<file path="config.mk">
export PLATFORM = sky130hd
export DESIGN_NAME = spi_slave_sync
export DESIGN_NICKNAME = d
export VERILOG_FILES = /design/src/rtl/spi_slave_sync.sv
export SDC_FILE = /design/constraint.sdc
export NUM_CORES = 1
export LEC_CHECK = 0
export CAP_MARGIN = 20
export CORE_AREA = 2 2 75 77
export DETAILED_ROUTE_END_ITERATION = 8
export DIE_AREA = 0 0 77 79
export GPL_TIMING_DRIVEN = 0
export HOLD_SLACK_MARGIN = 0.02
export SLEW_MARGIN = 20
export SYNTH_ARGS = -nofsm -noshare
export SYNTH_HDL_FRONTEND = slang
export SYNTH_SLANG_ARGS = --single-unit
</file>
<file path="constraint.sdc">
create_clock -name i_clk -period 3.52 [get_ports i_clk]
set_input_delay 0.528 -clock i_clk [delete_from_list [all_inputs] [get_ports i_clk]]
set_output_delay 0.528 -clock i_clk [all_outputs]
set_load 0.005 [all_outputs]
</file>
<file path="src/rtl/spi_slave_sync.sv">
// spi_slave_sync: SPI slave running entirely in the system clock domain.
// SCLK, MOSI and SS are oversampled through SYNC_STAGES flops. All four
// CPOL/CPHA modes are supported, with a full-duplex MISO path fed from a
// one-word TX holding buffer, back-to-back words and abort detection.
// Ports:
//   i_clk, i_rst_n       system clock, asynchronous active-low reset
//   i_sclk, i_mosi, i_ss SPI bus from master (asynchronous, SS active low)
//   o_miso, o_miso_oe    slave-out data and its output enable
//   o_rx_data/o_rx_valid last received word / 1-cycle update pulse
//   i_tx_data/i_tx_load  next word to transmit / write strobe
//   o_tx_ready           TX holding buffer empty
//   o_tx_underrun        1-cycle pulse: word started with empty buffer
//   o_frame_err          1-cycle pulse: SS released mid-word
//   o_busy               frame in progress
module spi_slave_sync #(
  parameter int WIDTH       = 8,
  parameter int CPOL        = 0,
  parameter int CPHA        = 0,
  parameter int MSB_FIRST   = 1,
  parameter int SYNC_STAGES = 2
) (
  input  logic             i_clk,
  input  logic             i_rst_n,
  input  logic             i_sclk,
  input  logic             i_mosi,
  input  logic             i_ss,
  output logic             o_miso,
  output logic             o_miso_oe,
  output logic [WIDTH-1:0] o_rx_data,
  output logic             o_rx_valid,
  input  logic [WIDTH-1:0] i_tx_data,
  input  logic             i_tx_load,
  output logic             o_tx_ready,
  output logic             o_tx_underrun,
  output logic             o_frame_err,
  output logic             o_busy
);

  localparam int             CW        = $clog2(WIDTH);
  localparam logic [CW-1:0]  LAST_BIT  = CW'(WIDTH - 1);
  localparam logic           SCLK_IDLE = (CPOL != 0);

  typedef enum logic {IDLE, ACTIVE} state_t;

  state_t r_state, w_state_next;

  // Synchronisers and edge-detect history
  logic [SYNC_STAGES-1:0] r_sclk_sync, r_mosi_sync, r_ss_sync, r_warm;
  logic                   r_sclk_prev, r_ss_prev, r_armed;
  logic                   w_sclk, w_mosi, w_ss;
  logic                   w_sclk_rise, w_sclk_fall, w_lead, w_trail;
  logic                   w_sample_edge, w_shift_edge;
  logic                   w_ss_fall, w_ss_rise;

  // Datapath
  logic [CW-1:0]    r_bitcnt;
  logic [WIDTH-1:0] r_rx_shift, r_rx_data, r_tx_shift, r_tx_buf;
  logic [WIDTH-1:0] w_rx_next, w_tx_adv;
  logic             r_tx_full, r_rx_valid, r_underrun, r_frame_err;

  // Control strobes
  logic w_start, w_sample_en, w_shift_en, w_abort, w_word_done, w_word_start;

  always_ff @(posedge i_clk or negedge i_rst_n) begin
    if (!i_rst_n) begin
      r_sclk_sync <= {SYNC_STAGES{SCLK_IDLE}};
      r_mosi_sync <= '0;
      r_ss_sync   <= '1;
      r_warm      <= '0;
      r_sclk_prev <= SCLK_IDLE;
      r_ss_prev   <= 1'b1;
      r_armed     <= 1'b0;
    end else begin
      r_sclk_sync <= {r_sclk_sync[SYNC_STAGES-2:0], i_sclk};
      r_mosi_sync <= {r_mosi_sync[SYNC_STAGES-2:0], i_mosi};
      r_ss_sync   <= {r_ss_sync[SYNC_STAGES-2:0], i_ss};
      r_warm      <= {r_warm[SYNC_STAGES-2:0], 1'b1};
      r_sclk_prev <= w_sclk;
      r_ss_prev   <= w_ss;
      // Frames may only start after a genuine (post-reset) SS-high sample,
      // so an SS held low across reset release does not open a frame.
      if (r_warm[SYNC_STAGES-1] && w_ss) r_armed <= 1'b1;
    end
  end

  assign w_sclk = r_sclk_sync[SYNC_STAGES-1];
  assign w_mosi = r_mosi_sync[SYNC_STAGES-1];
  assign w_ss   = r_ss_sync[SYNC_STAGES-1];

  assign w_sclk_rise   = w_sclk & ~r_sclk_prev;
  assign w_sclk_fall   = ~w_sclk & r_sclk_prev;
  assign w_lead        = (CPOL == 0) ? w_sclk_rise : w_sclk_fall;
  assign w_trail       = (CPOL == 0) ? w_sclk_fall : w_sclk_rise;
  assign w_sample_edge = (CPHA == 0) ? w_lead : w_trail;
  assign w_shift_edge  = (CPHA == 0) ? w_trail : w_lead;
  assign w_ss_fall     = r_ss_prev & ~w_ss & r_armed;
  assign w_ss_rise     = ~r_ss_prev & w_ss;

  // FSM: state register
  always_ff @(posedge i_clk or negedge i_rst_n) begin
    if (!i_rst_n) r_state <= IDLE;
    else          r_state <= w_state_next;
  end

  // FSM: next state
  always_comb begin
    w_state_next = r_state;
    case (r_state)
      IDLE:    if (w_ss_fall) w_state_next = ACTIVE;
      ACTIVE:  if (w_ss_rise) w_state_next = IDLE;
      default: w_state_next = IDLE;
    endcase
  end

  // FSM: outputs / control strobes.
  // Shift edges with bitcnt==0 never advance the TX register: in CPHA=1 this
  // is the first leading edge of a word, in CPHA=0 it is the trailing edge
  // right after a word boundary, where the fresh word must keep its bit 0.
  always_comb begin
    w_start     = 1'b0;
    w_sample_en = 1'b0;
    w_shift_en  = 1'b0;
    w_abort     = 1'b0;
    case (r_state)
      IDLE: w_start = w_ss_fall;
      ACTIVE: begin
        if (w_ss_rise) begin
          w_abort = (r_bitcnt != '0);
        end else begin
          w_sample_en = w_sample_edge;
          w_shift_en  = w_shift_edge && (r_bitcnt != '0);
        end
      end
      default: ;
    endcase
  end

  assign w_word_done  = w_sample_en && (r_bitcnt == LAST_BIT);
  assign w_word_start = w_start || w_word_done;

  assign w_rx_next = (MSB_FIRST != 0) ? {r_rx_shift[WIDTH-2:0], w_mosi}
                                      : {w_mosi, r_rx_shift[WIDTH-1:1]};
  assign w_tx_adv  = (MSB_FIRST != 0) ? {r_tx_shift[WIDTH-2:0], 1'b1}
                                      : {1'b1, r_tx_shift[WIDTH-1:1]};

  always_ff @(posedge i_clk or negedge i_rst_n) begin
    if (!i_rst_n) begin
      r_bitcnt    <= '0;
      r_rx_shift  <= '0;
      r_rx_data   <= '0;
      r_rx_valid  <= 1'b0;
      r_tx_shift  <= '0;
      r_tx_buf    <= '0;
      r_tx_full   <= 1'b0;
      r_underrun  <= 1'b0;
      r_frame_err <= 1'b0;
    end else begin
      r_rx_valid  <= 1'b0;
      r_underrun  <= 1'b0;
      r_frame_err <= w_abort;

      if (w_start) r_bitcnt <= '0;

      if (w_sample_en) begin
        r_rx_shift <= w_rx_next;
        if (w_word_done) begin
          r_bitcnt   <= '0;
          r_rx_data  <= w_rx_next;
          r_rx_valid <= 1'b1;
        end else begin
          r_bitcnt <= r_bitcnt + CW'(1);
        end
      end

      if (w_word_start) begin
        if (r_tx_full) begin
          r_tx_shift <= r_tx_buf;
          r_tx_full  <= 1'b0;
        end else if (i_tx_load) begin
          // Load coinciding with word start on an empty buffer goes straight out.
          r_tx_shift <= i_tx_data;
        end else begin
          r_tx_shift <= '1;
          r_underrun <= 1'b1;
        end
      end else begin
        if (w_shift_en) r_tx_shift <= w_tx_adv;
        if (i_tx_load && !r_tx_full) begin
          r_tx_buf  <= i_tx_data;
          r_tx_full <= 1'b1;
        end
      end
    end
  end

  assign o_miso        = (MSB_FIRST != 0) ? r_tx_shift[WIDTH-1] : r_tx_shift[0];
  assign o_miso_oe     = ~w_ss;
  assign o_rx_data     = r_rx_data;
  assign o_rx_valid    = r_rx_valid;
  assign o_tx_ready    = ~r_tx_full;
  assign o_tx_underrun = r_underrun;
  assign o_frame_err   = r_frame_err;
  assign o_busy        = (r_state == ACTIVE);

endmodule
</file>
Yosys cells after proc, flatten, opt, wreduce, memory -nomap -nowiden
Index checks and enable logic that the tools add are counted.

Flip-flop bits (word level): 50. Logic and storage cells: 67. Bits of input ports: 14.

Add/subtract/negate cells: 1. Muxes and demuxes: 24. Reductions and logical operators: 12. Bitwise logic cells: 12. Equal/unequal tests: 1.

Operator list (number): $mux 8 (4); $mux 1 (16); $mux 3 (3); $not 1->1 (7); $reduce_bool 2->1 (3); $and 1x1->1 (5); $logic_and 1x1->1 (4); $reduce_and 2->1 (2); $add 3x1->3 const B (1); $eq 3x3->1 const B (1); $reduce_bool 3->1 (1); $pmux 1 s2 (1); $logic_not 1->1 (1); $logic_or 1x1->1 (1).

Logic depth before layout (Yosys ltp)
Gate-level depths: netlist (run 1).

Word-level depth: 8. Depth in mapped cells: 6. Gate-level depth less buffers: 6.

Least setup slack after synthesis (run 1)
No wires, ideal clock.

Kind: reg-to-reg. Start: register r_bitcnt[0]. End: register r_tx_buf[0]. Buffers on the path: 1. Arrival time: 1.640 ns. Setup time: 0.125 ns. Stages on the path, launching flop included: 7. Data required time: 3.395 ns. Clock period less this slack: 1.765 ns. Path slack: 1.755 ns. Cells stage by stage: dfrtp_1 -> ha_1 -> ha_1 -> a41o_1 -> buf_6 -> nor2_8 -> mux2_4.

Word-level cells in the longest chain between the ends: 5.

RTL lines: from (decl) (line 56) `logic [CW-1:0] r_bitcnt;`; from (signal assigned) (line 171) `r_bitcnt <= r_bitcnt + CW'(1);`; $eq 3x3->1 (line 138) `assign w_word_done = w_sample_en && (r_bitcnt == LAST_BIT);`; $logic_and 1x1->1 (line 138); $logic_or 1x1->1 (line 139) `assign w_word_start = w_start || w_word_done;`; $not 1->1 (no source line); $reduce_and 2->1 (no source line); to (signal assigned) (line 189) `r_tx_buf <= i_tx_data;`; to (decl) (line 57) `logic [WIDTH-1:0] r_rx_shift, r_rx_data, r_tx_shift, r_tx_buf;`.

No other way between the ends. A chain may end at the register's enable or synchronous reset.

Worst setup path in the final report (run 1)
Start: register r_tx_full. End: output port o_tx_ready.

Word-level cells in the longest chain between the ends: 1.

RTL lines: from (decl) (line 59) `logic r_tx_full, r_rx_valid, r_underrun, r_frame_err;`; from (signal assigned) (line 154) `r_tx_full <= 1'b0;`; from (signal assigned) (line 178) `r_tx_full <= 1'b0;`; from (signal assigned) (line 190) `r_tx_full <= 1'b1;`; $not 1->1 (line 200) `assign o_tx_ready = ~r_tx_full;`; to (decl) (line 33) `output logic o_tx_ready,`.

No other way between the ends.

==> results of run 1 <==
-- kinds of logic (layout without fill, tap and decap cells) --
family / count (synthesis) / in the layout / share of synthesized area [%]
AO/OA/AOI/OAI: 20 / 20 / 7.00
adder cells (fa/ha/maj): 3 / 3 / 1.86
buffers and inverters: 14 / 51 / 3.28
flip-flops: 50 / 50 / 62.1
multiplexers: 22 / 22 / 13.3
other: 1 / 1 / 0.186
AND/OR/NAND/NOR: 48 / 48 / 12.2
-- cell usage after synthesis (2+ instances only) --
cell	count
o221ai_1	7
nor2b_1	2
nand2_1	29
nand3_1	3
mux2_4	8
o21ai_0	7
ha_1	3
clkbuf_1	2
mux2i_1	7
mux2_2	7
inv_1	7
buf_2	2
nor3b_1	2
nand2b_1	2
nand4_1	2
dfstp_2	3
nor2_1	3
dfrtp_1	47
-- area by class of cell --
type,instances,area (um2),share of cell area (%)
clock inverters,3,18.8,0.753
multi-input cells,94,698,28.0
inverters,8,30.0,1.20
plain buffers,6,36.3,1.46
clock buffers,5,68.8,2.76
flip-flops and latches,50,1250,50.4
repair buffers,29,295,11.8
well taps,72,90.1,3.61
-- layout by cell type (no fill, tap or decap), types with 2 or more instances in the layout --
master,instances
dfrtp_1,47
nand2_1,29
clkdlybuf4s50_1,27
mux2_4,8
inv_1,7
mux2_2,7
mux2i_1,7
o221ai_1,7
o21ai_0,7
clkbuf_8,5
nor2_1,3
buf_2,3
nand3_1,3
ha_1,3
dfstp_2,3
nand2b_1,2
clkbuf_1,2
nor2b_1,2
nand4_1,2
nor3b_1,2
clkinv_2,2
-- per-layer routing --
| layer | vias to the layer above | track usage (%) | part of all wire (%) | routed length (um) |
|---|---|---|---|---|
| li1 | 615 | - | - | - |
| met1 | 610 | 15.2 | 45 | 1560 |
| met2 | 24 | 21.5 | 49 | 1680 |
| met3 | 5 | 3.52 | 3.9 | 135 |
| met4 | 0 | 5.36 | 1.8 | 61 |
| met5 | - | 0 | 0 | 0 |
-- how the worst min path moves through the flow --
stage               slack (ps)  cells after the start              to      startpoint
CTS                        170                      1    o_rx_data[2]         i_rst_n
detailed placement         340                      0  r_sclk_sync[1]  r_sclk_sync[0]
finish                     170                      1     o_frame_err         i_rst_n
global placement           330                      0       r_warm[1]       r_warm[0]
global route               200                      1    o_rx_data[2]         i_rst_n
floorplan                  230                      0          o_busy         i_rst_n
-- metrics by stage --
step	total power [W]	area [um2]
final	0.00140	2490
after detailed placement	0.00109	2400
after floorplan	0.000975	2020
after global routing	0.00148	2490
after global placement	0.00106	2390
after CTS	0.00142	2490
-- power groups by stage --
stage / sequential [W] / combinational (W) / clock, W
3_5_place_dp: 0.000795 / 0.000292 / 0
2_1_floorplan: 0.000772 / 0.000203 / 0
4_1_cts: 0.000784 / 0.000294 / 0.000345
5_1_grt: 0.000799 / 0.000324 / 0.000361
6_report: 0.000782 / 0.000287 / 0.000332
3_3_place_gp: 0.000786 / 0.000274 / 0
-- worst register-to-register path: cells and delay by family, from the launching register on --
family / cells / cell delay, ps
adder cells (fa/ha/maj): 2 / 460
AO/OA/AOI/OAI: 1 / 240
flip-flops: 1 / 430
AND/OR/NAND/NOR: 1 / 210
buffers and inverters: 1 / 150
multiplexers: 1 / 330
-- state kept, by name (all words and copies together), names as in the netlist, 2 cells and up --
name	count
r_tx_shift	8
r_mosi_sync	2
r_bitcnt	3
r_rx_shift	7
r_warm	2
o_rx_data	8
r_ss_sync	2
r_tx_buf	8
r_sclk_sync	2
==> metrics.cfg, run 1 <==
[run_status]
outcome=completed

[setup_path]
crit_end=o_tx_ready
slowest_stage=clkdlybuf4s50_1
reg2reg_from=r_bitcnt[0]
start_kind=flip-flop
required_ps=2990
crit_type=flip-flop to primary output
cp_data_arrival_time_ps=1660
crit_path_cell_trace=inv_1 -> clkbuf_1 -> clkdlybuf4s50_1
cp-end-kind=primary output
r2r_cells=6
reg2reg_to=r_tx_buf[2]
worst-path-buf-inv=3
worstPathMaxFanout=10
worst-path-stages=3
slowest_delay_ps=580
startpoint=r_tx_full
reg2reg_setup_slack_ps=1600
crit_family=buffers and inverters

[global_route]
grt.total_usage_pct=12.6
grt_pass1_vias=1348
antenna_found_initial=0
overflow=0
grt_max_degree=32
grt_pass1_wl_um=6110

[floorplan]
start_util_pct=37.8
die_x_um=77
die_h_um=79
dieArea_um2=6080
io-pin-count=29
core_area_um2=5340
row_count=27

[timing]
fmaxAchievable_ghz=0.458
whs_ps=165
rsz0062_at_grt=no
hold_viol_final=0
finalCriticalPeriod_ps=2190
finalClockSkew_ps=4.52
tns_ps=0
setup_ws_ps=1330
timing.final.crit_share_pct=62.1
finalSetupViolCount=0
slew_violations=0

[flow_run]
cap_violations=0

[place]
dp_hpwl_um=2540
dp_slack_ps=1470
place_inst=259
io_buffers=28
gp_congestion=0.756

[pwr]
clockPowerShare_pct=23.7
power.leakage_nw=1.19
power.density_nw_per_um2=562
p_int_w=0.00102
swShare_pct=27.6
sequentialPowerShare_pct=55.8
power_switching_w=0.000386
vdd_drop_max_mv=0.265
combPwrFrac_pct=20.5

[route]
wire_per_inst_um=12.9
routed_via_density=4.70
final_antenna_net_count=0
drc_errors=0
vias=1254
wl_um=3430
drtPass1Iterations=4
dr.first_iter.drc_count=62

[synthesis]
synth_area_um2=2020
synth_flop_cell=dfrtp_1
postSynthAreaPerCell_um2=12.8
synth-async-reset-ratio_pct=100
ys_ff_latch=50
yosys_warnings=0
synth-edff-count=0
synth_top_area_cell=dfrtp_1
synth_nets=175
seq_area_frac_synth_pct=62.1
ys_top_cells_by_area=dfrtp_1 (58%), mux2_4 (5.9%), nand2_1 (5.4%)
yosys.area.top_type_share_pct=58.2
synth_cells=158
ys_types=33

[clock_network]
clk_latency_ps=300
clk_pin_slew_worst_paths_ps=90
cts_tree=done
htreeDepth=2
post_cts_buffers=0
clockBufferDepth=2
cts_resized=0
ctsHoldBuffers=0
cts_root_buf=clkbuf_8
clock-sinks=50
cts_inserted_buffers=5

[cells_and_area]
fin_util_pct=46.7
diodes=0
num-fill-cells=515
final_nets=211
drive_gt1_share_pct=17.9
stdcell_count=267
area_growth_pct=23.4

[hold_path]
hold_path_class=primary input to asynchronous set/reset pin

No activity file was read; power rests on OpenSTA's default activity.
==> run 2: changes to the inputs <==
==> constraint.sdc (replaced) <==
create_clock -name i_clk -period 2.1 [get_ports i_clk]
set_input_delay 0.315 -clock i_clk [delete_from_list [all_inputs] [get_ports i_clk]]
set_output_delay 0.315 -clock i_clk [all_outputs]
set_load 0.005 [all_outputs]
==> run 2 against run 1 <==
- register-to-register slack lost 1400 ps
- cell count grew 0.37%
- global-route usage is the same
- first-iteration DRC count grew 16%
==> metrics.cfg, run 2 (synthesized netlist as in run 1, its figures left out) <==
[run_status]
outcome=completed

[route]
routed_via_density=4.72
drc_errors=0
dr.first_iter.drc_count=72
wire_per_inst_um=12.8
wl_um=3440
vias=1264
final_antenna_net_count=0
drtPass1Iterations=6

[setup_path]
required_ps=1780
crit_type=flip-flop to primary output
cp_data_arrival_time_ps=1650
worstPathMaxFanout=10
cp-end-kind=primary output
worst-path-buf-inv=3
start_kind=flip-flop
slowest_delay_ps=580
crit_path_cell_trace=inv_1 -> clkbuf_1 -> clkdlybuf4s50_1
crit_family=buffers and inverters
slowest_stage=clkdlybuf4s50_1

[timing]
fmaxAchievable_ghz=0.508
hold_viol_final=0
finalSetupViolCount=0
finalCriticalPeriod_ps=1970
timing.final.crit_share_pct=93.7
rsz0062_at_grt=no
slew_violations=0
whs_ps=363
finalClockSkew_ps=6.69
setup_ws_ps=132

[global_route]
antenna_found_initial=0
overflow=0
grt_max_degree=32
grt_pass1_vias=1348
grt_pass1_wl_um=6110
grt.total_usage_pct=12.6

[cells_and_area]
area_growth_pct=23.9
final_common_cell=dfrtp_1
diodes=0
final_nets=212
layout_common_cells=dfrtp_1 (47), nand2_1 (29), clkdlybuf4s50_1 (27)
fin_util_pct=46.9
num-fill-cells=514
ff_latch_area_um2=1250
drive_gt1_share_pct=17.9
multi_input_area_um2=698

[pwr]
sequentialPowerShare_pct=55.9
finalPower_w=0.00235
clockPowerShare_pct=23.5
vdd_drop_max_mv=0.442
p_int_w=0.00170
swShare_pct=27.4
combPwrFrac_pct=20.6
power.leakage_nw=1.19
power_switching_w=0.000643
power.density_nw_per_um2=937

[place]
dp_hpwl_um=2540
gp_congestion=0.756
dp_slack_ps=197
io_buffers=28

[clock_network]
clk_latency_ps=300
cts_inserted_buffers=5
clock-sinks=50
cts_root_buf=clkbuf_8
htreeDepth=2
post_cts_buffers=0
clk_pin_slew_worst_paths_ps=90
clockBufferDepth=2
cts_tree=done

[floorplan]
io-pin-count=29
core_area_um2=5340
die_x_um=77
start_util_pct=37.8
dieArea_um2=6080
row_count=27
die_h_um=79

[flow_run]
cap_violations=0

[hold_path]
hold_path_class=flip-flop to flip-flop

run 2: cell types whose count changed in the layout (fill, tap and decap cells not counted):
cell           before  now
dlygate4sd3_1       0    1
run 2: area by class of cell:
class / count / area share (%)
plain buffers: 6 / 1.45
clock buffers: 5 / 2.75
clock inverters: 3 / 0.750
inverters: 8 / 1.20
multi-input cells: 94 / 27.9
flip-flops and latches: 50 / 50.1
well taps: 72 / 3.60
repair buffers: 30 / 12.2
run 2: power groups by stage:
stage	combinational (W)	sequential [W]	clock, W
6_report	0.000483	0.00131	0.000551
5_1_grt	0.000544	0.00134	0.000606
4_1_cts	0.000495	0.00131	0.000579
3_5_place_dp	0.000489	0.00133	0
3_3_place_gp	0.000460	0.00132	0
2_1_floorplan	0.000340	0.00129	0
run 2: stage by stage:
| stage | instance area [um2] | instances | TNS, ps |
|---|---|---|---|
| final | 2500 | 268 | 0 |
| after global routing | 2500 | 268 | 0 |
| after CTS | 2500 | 268 | 0 |
| after detailed placement | 2400 | 259 | 0 |
| after global placement | 2390 | 258 | -27360 |
| after floorplan | 2020 | 158 | 0 |
run 2: worst paths after layout:
kind | start | to | slack [ps] | cells past startpoint
min in group asynchronous | i_rst_n | o_frame_err | 490 | 2
worst min-delay path | r_sclk_sync[0] | r_sclk_sync[1] | 360 | 0
max in group asynchronous | i_rst_n | r_ss_sync[0] | 1030 | 3
worst max register to register | r_bitcnt[0] | r_tx_buf[2] | 190 | 6
worst min register to register | r_sclk_sync[0] | r_sclk_sync[1] | 360 | 0
worst max-delay path | r_tx_full | o_tx_ready | 130 | 3
run 2: metal layers:
metal  vias up  track usage, %  wire, um
met5         -               0         0
li1        618               -         -
met2        26            21.5      1730
met3         2            3.52       128
met1       618            15.2      1550
met4         0            5.36        23
run 2: what timing repair did:
action | 4_1_cts | 5_1_grt
resized for setup | 0 | 0
hold buffers | 1 | 0
hold endpoints to repair | 19 | 0
run 2: worst reg2reg max path, cell delays in order (launching register included):
cell     delay, ps
dfrtp_1        430
ha_1           230
ha_1           230
a41o_1         240
buf_6          150
nor2_8         210
mux2_4         330
==> run 3: changes to the inputs <==
--- a/config.mk
+++ b/config.mk
@@ -9,9 +9,8 @@
 export CORE_AREA = 2 2 75 77
 export DETAILED_ROUTE_END_ITERATION = 8
 export DIE_AREA = 0 0 77 79
-export GPL_TIMING_DRIVEN = 0
+export GPL_TIMING_DRIVEN = 1
 export HOLD_SLACK_MARGIN = 0.02
-export SLEW_MARGIN = 20
 export SYNTH_ARGS = -nofsm -noshare
 export SYNTH_HDL_FRONTEND = slang
 export SYNTH_SLANG_ARGS = --single-unit
==> run 3 against run 2 <==
- design area fell by 1.0%
- non-clock buffer count shrank 4
- global-route usage rose by 0.061 points
- count of clock-buffer cells in the layout increased by 1
- largest cell class unchanged
- register-to-register slack improved by 40 ps
- highest routed layer unchanged
- routed wire length up 1.7%
- via count up 1.2%
- sequential share of layout area rose by 0.51 points
- worst setup slack better by 95 ps
- first-iteration DRC count is 36% lower
- hold slack lost 290 ps
- clock power grew 6.9%
==> metrics.cfg, run 3 (synthesized netlist as in run 1, its figures left out) <==
[run_status]
outcome=completed

[floorplan]
row_count=27
die_x_um=77
die_h_um=79
io-pin-count=29
dieArea_um2=6080
start_util_pct=37.8
core_area_um2=5340

[setup_path]
worstPathMaxFanout=8
reg2reg_setup_slack_ps=230
start_kind=flip-flop
cp_data_arrival_time_ps=2060
required_ps=2280
reg2reg_from=r_bitcnt[0]
crit_type=flip-flop to flip-flop
r2r_cells=5
cp-end-kind=flip-flop
reg2reg_to=r_tx_buf[7]

[clock_network]
clock-sinks=50
clk_pin_slew_worst_paths_ps=90
htreeDepth=2
ctsHoldBuffers=0
cts_inserted_buffers=5
clk_latency_ps=300
cts_resized=0
clockBufferDepth=2
cts_tree=done
post_cts_buffers=0
cts_root_buf=clkbuf_8

[global_route]
overflow=0
antenna_found_initial=0
grt_pass1_wl_um=6200
grt.total_usage_pct=12.7
grt_max_degree=35
grt_pass1_vias=1353

[timing]
finalClockSkew_ps=7.08
hold_viol_final=0
finalSetupViolCount=0
slew_violations=0
tns_ps=0
relSlewSlack_pct=50.3
worst_pin_slew_ps=746
whs_ps=74.5
fmaxAchievable_ghz=0.534
timing.final.crit_share_pct=89.2
rsz0062_at_grt=no
finalCriticalPeriod_ps=1870

[cells_and_area]
drive_gt1_share_pct=17.7
final_common_cell=dfrtp_1
design_area_um2=2480
area_growth_pct=22.7
layout_common_cells=dfrtp_1 (47), nand2_1 (29), clkdlybuf4s50_1 (27)
fin_util_pct=46.4
diodes=0
final_nets=208

[flow_run]
cap_violations=0

[route]
wl_um=3500
wire_per_inst_um=13.2
drtPass1Iterations=4
drc_errors=0
vias=1279
dr.first_iter.drc_count=46
final_antenna_net_count=0
routed_via_density=4.84

[hold_path]
hold_path_class=primary input to asynchronous set/reset pin

[pwr]
power.density_nw_per_um2=957
vdd_drop_max_mv=0.404
finalPower_w=0.00237
power.leakage_nw=1.17

[place]
gp_congestion=0.798
placed_area_um2=2380
dp_hpwl_um=2520
io_buffers=28

## run 3: changes by cell type in the layout (fill, tap and decap cells not counted), sizes merged
| cell | change |
|---|---|
| clkinv | -2 |
| buf | -1 |
| clkbuf | -1 |
| clkinvlp | +1 |
| dlygate4sd3 | -1 |
## run 3: final cells by class
class / instances / area [um2]
Tap cell: 72 / 90.1
Timing Repair Buffer: 32 / 305
Clock inverter: 2 / 16.3
Sequential cell: 50 / 1250
Inverter: 8 / 30.0
Clock buffer: 6 / 82.6
Fill cell: 511 / 2860
Multi-Input combinational cell: 94 / 698
## run 3: routing by layer
layer	wire length [um]	vias to the layer above	share of wire [%]	track usage (%)
met5	0	-	0	0
met4	31	0	0.89	5.18
met3	114	6	3.3	3.30
met2	1760	32	50	21.9
met1	1590	632	45	15.2
li1	-	609	-	-
## run 3: metrics by stage
| stage | cells | setup WS (ps) |
|---|---|---|
| final | 264 | 226 |
| after global routing | 264 | 163 |
| after CTS | 264 | 227 |
| after detailed placement | 256 | 250 |
| after global placement | 256 | 328 |
| after floorplan | 158 | 335 |
## run 3: worst max-delay path by stage
stage / from / end / slack (ps) / depth (start not counted)
floorplan: r_bitcnt[0] / r_tx_buf[0] / 330 / 6
global placement: r_bitcnt[0] / r_tx_buf[0] / 330 / 5
detailed placement: r_bitcnt[0] / r_tx_buf[7] / 250 / 5
CTS: r_bitcnt[0] / r_tx_buf[7] / 230 / 5
global route: r_ss_prev / r_bitcnt[2] / 160 / 4
finish: r_bitcnt[0] / r_tx_buf[7] / 230 / 5
## run 3: worst max-delay path, stage by stage (launching register included)
cell	delay [ps]
dfrtp_1	430
ha_1	220
ha_1	240
a41o_1	310
nor2_8	240
mux2_4	320
## run 3: power breakdown
group	leakage [nW]	internal (W)	total, W	switching, W
clock	0.0478	0.000272	0.000589	0.000318
sequential	0.619	0.00118	0.00132	0.000140
combinational	0.506	0.000274	0.000459	0.000186
total	1.17	0.00173	0.00237	0.000643
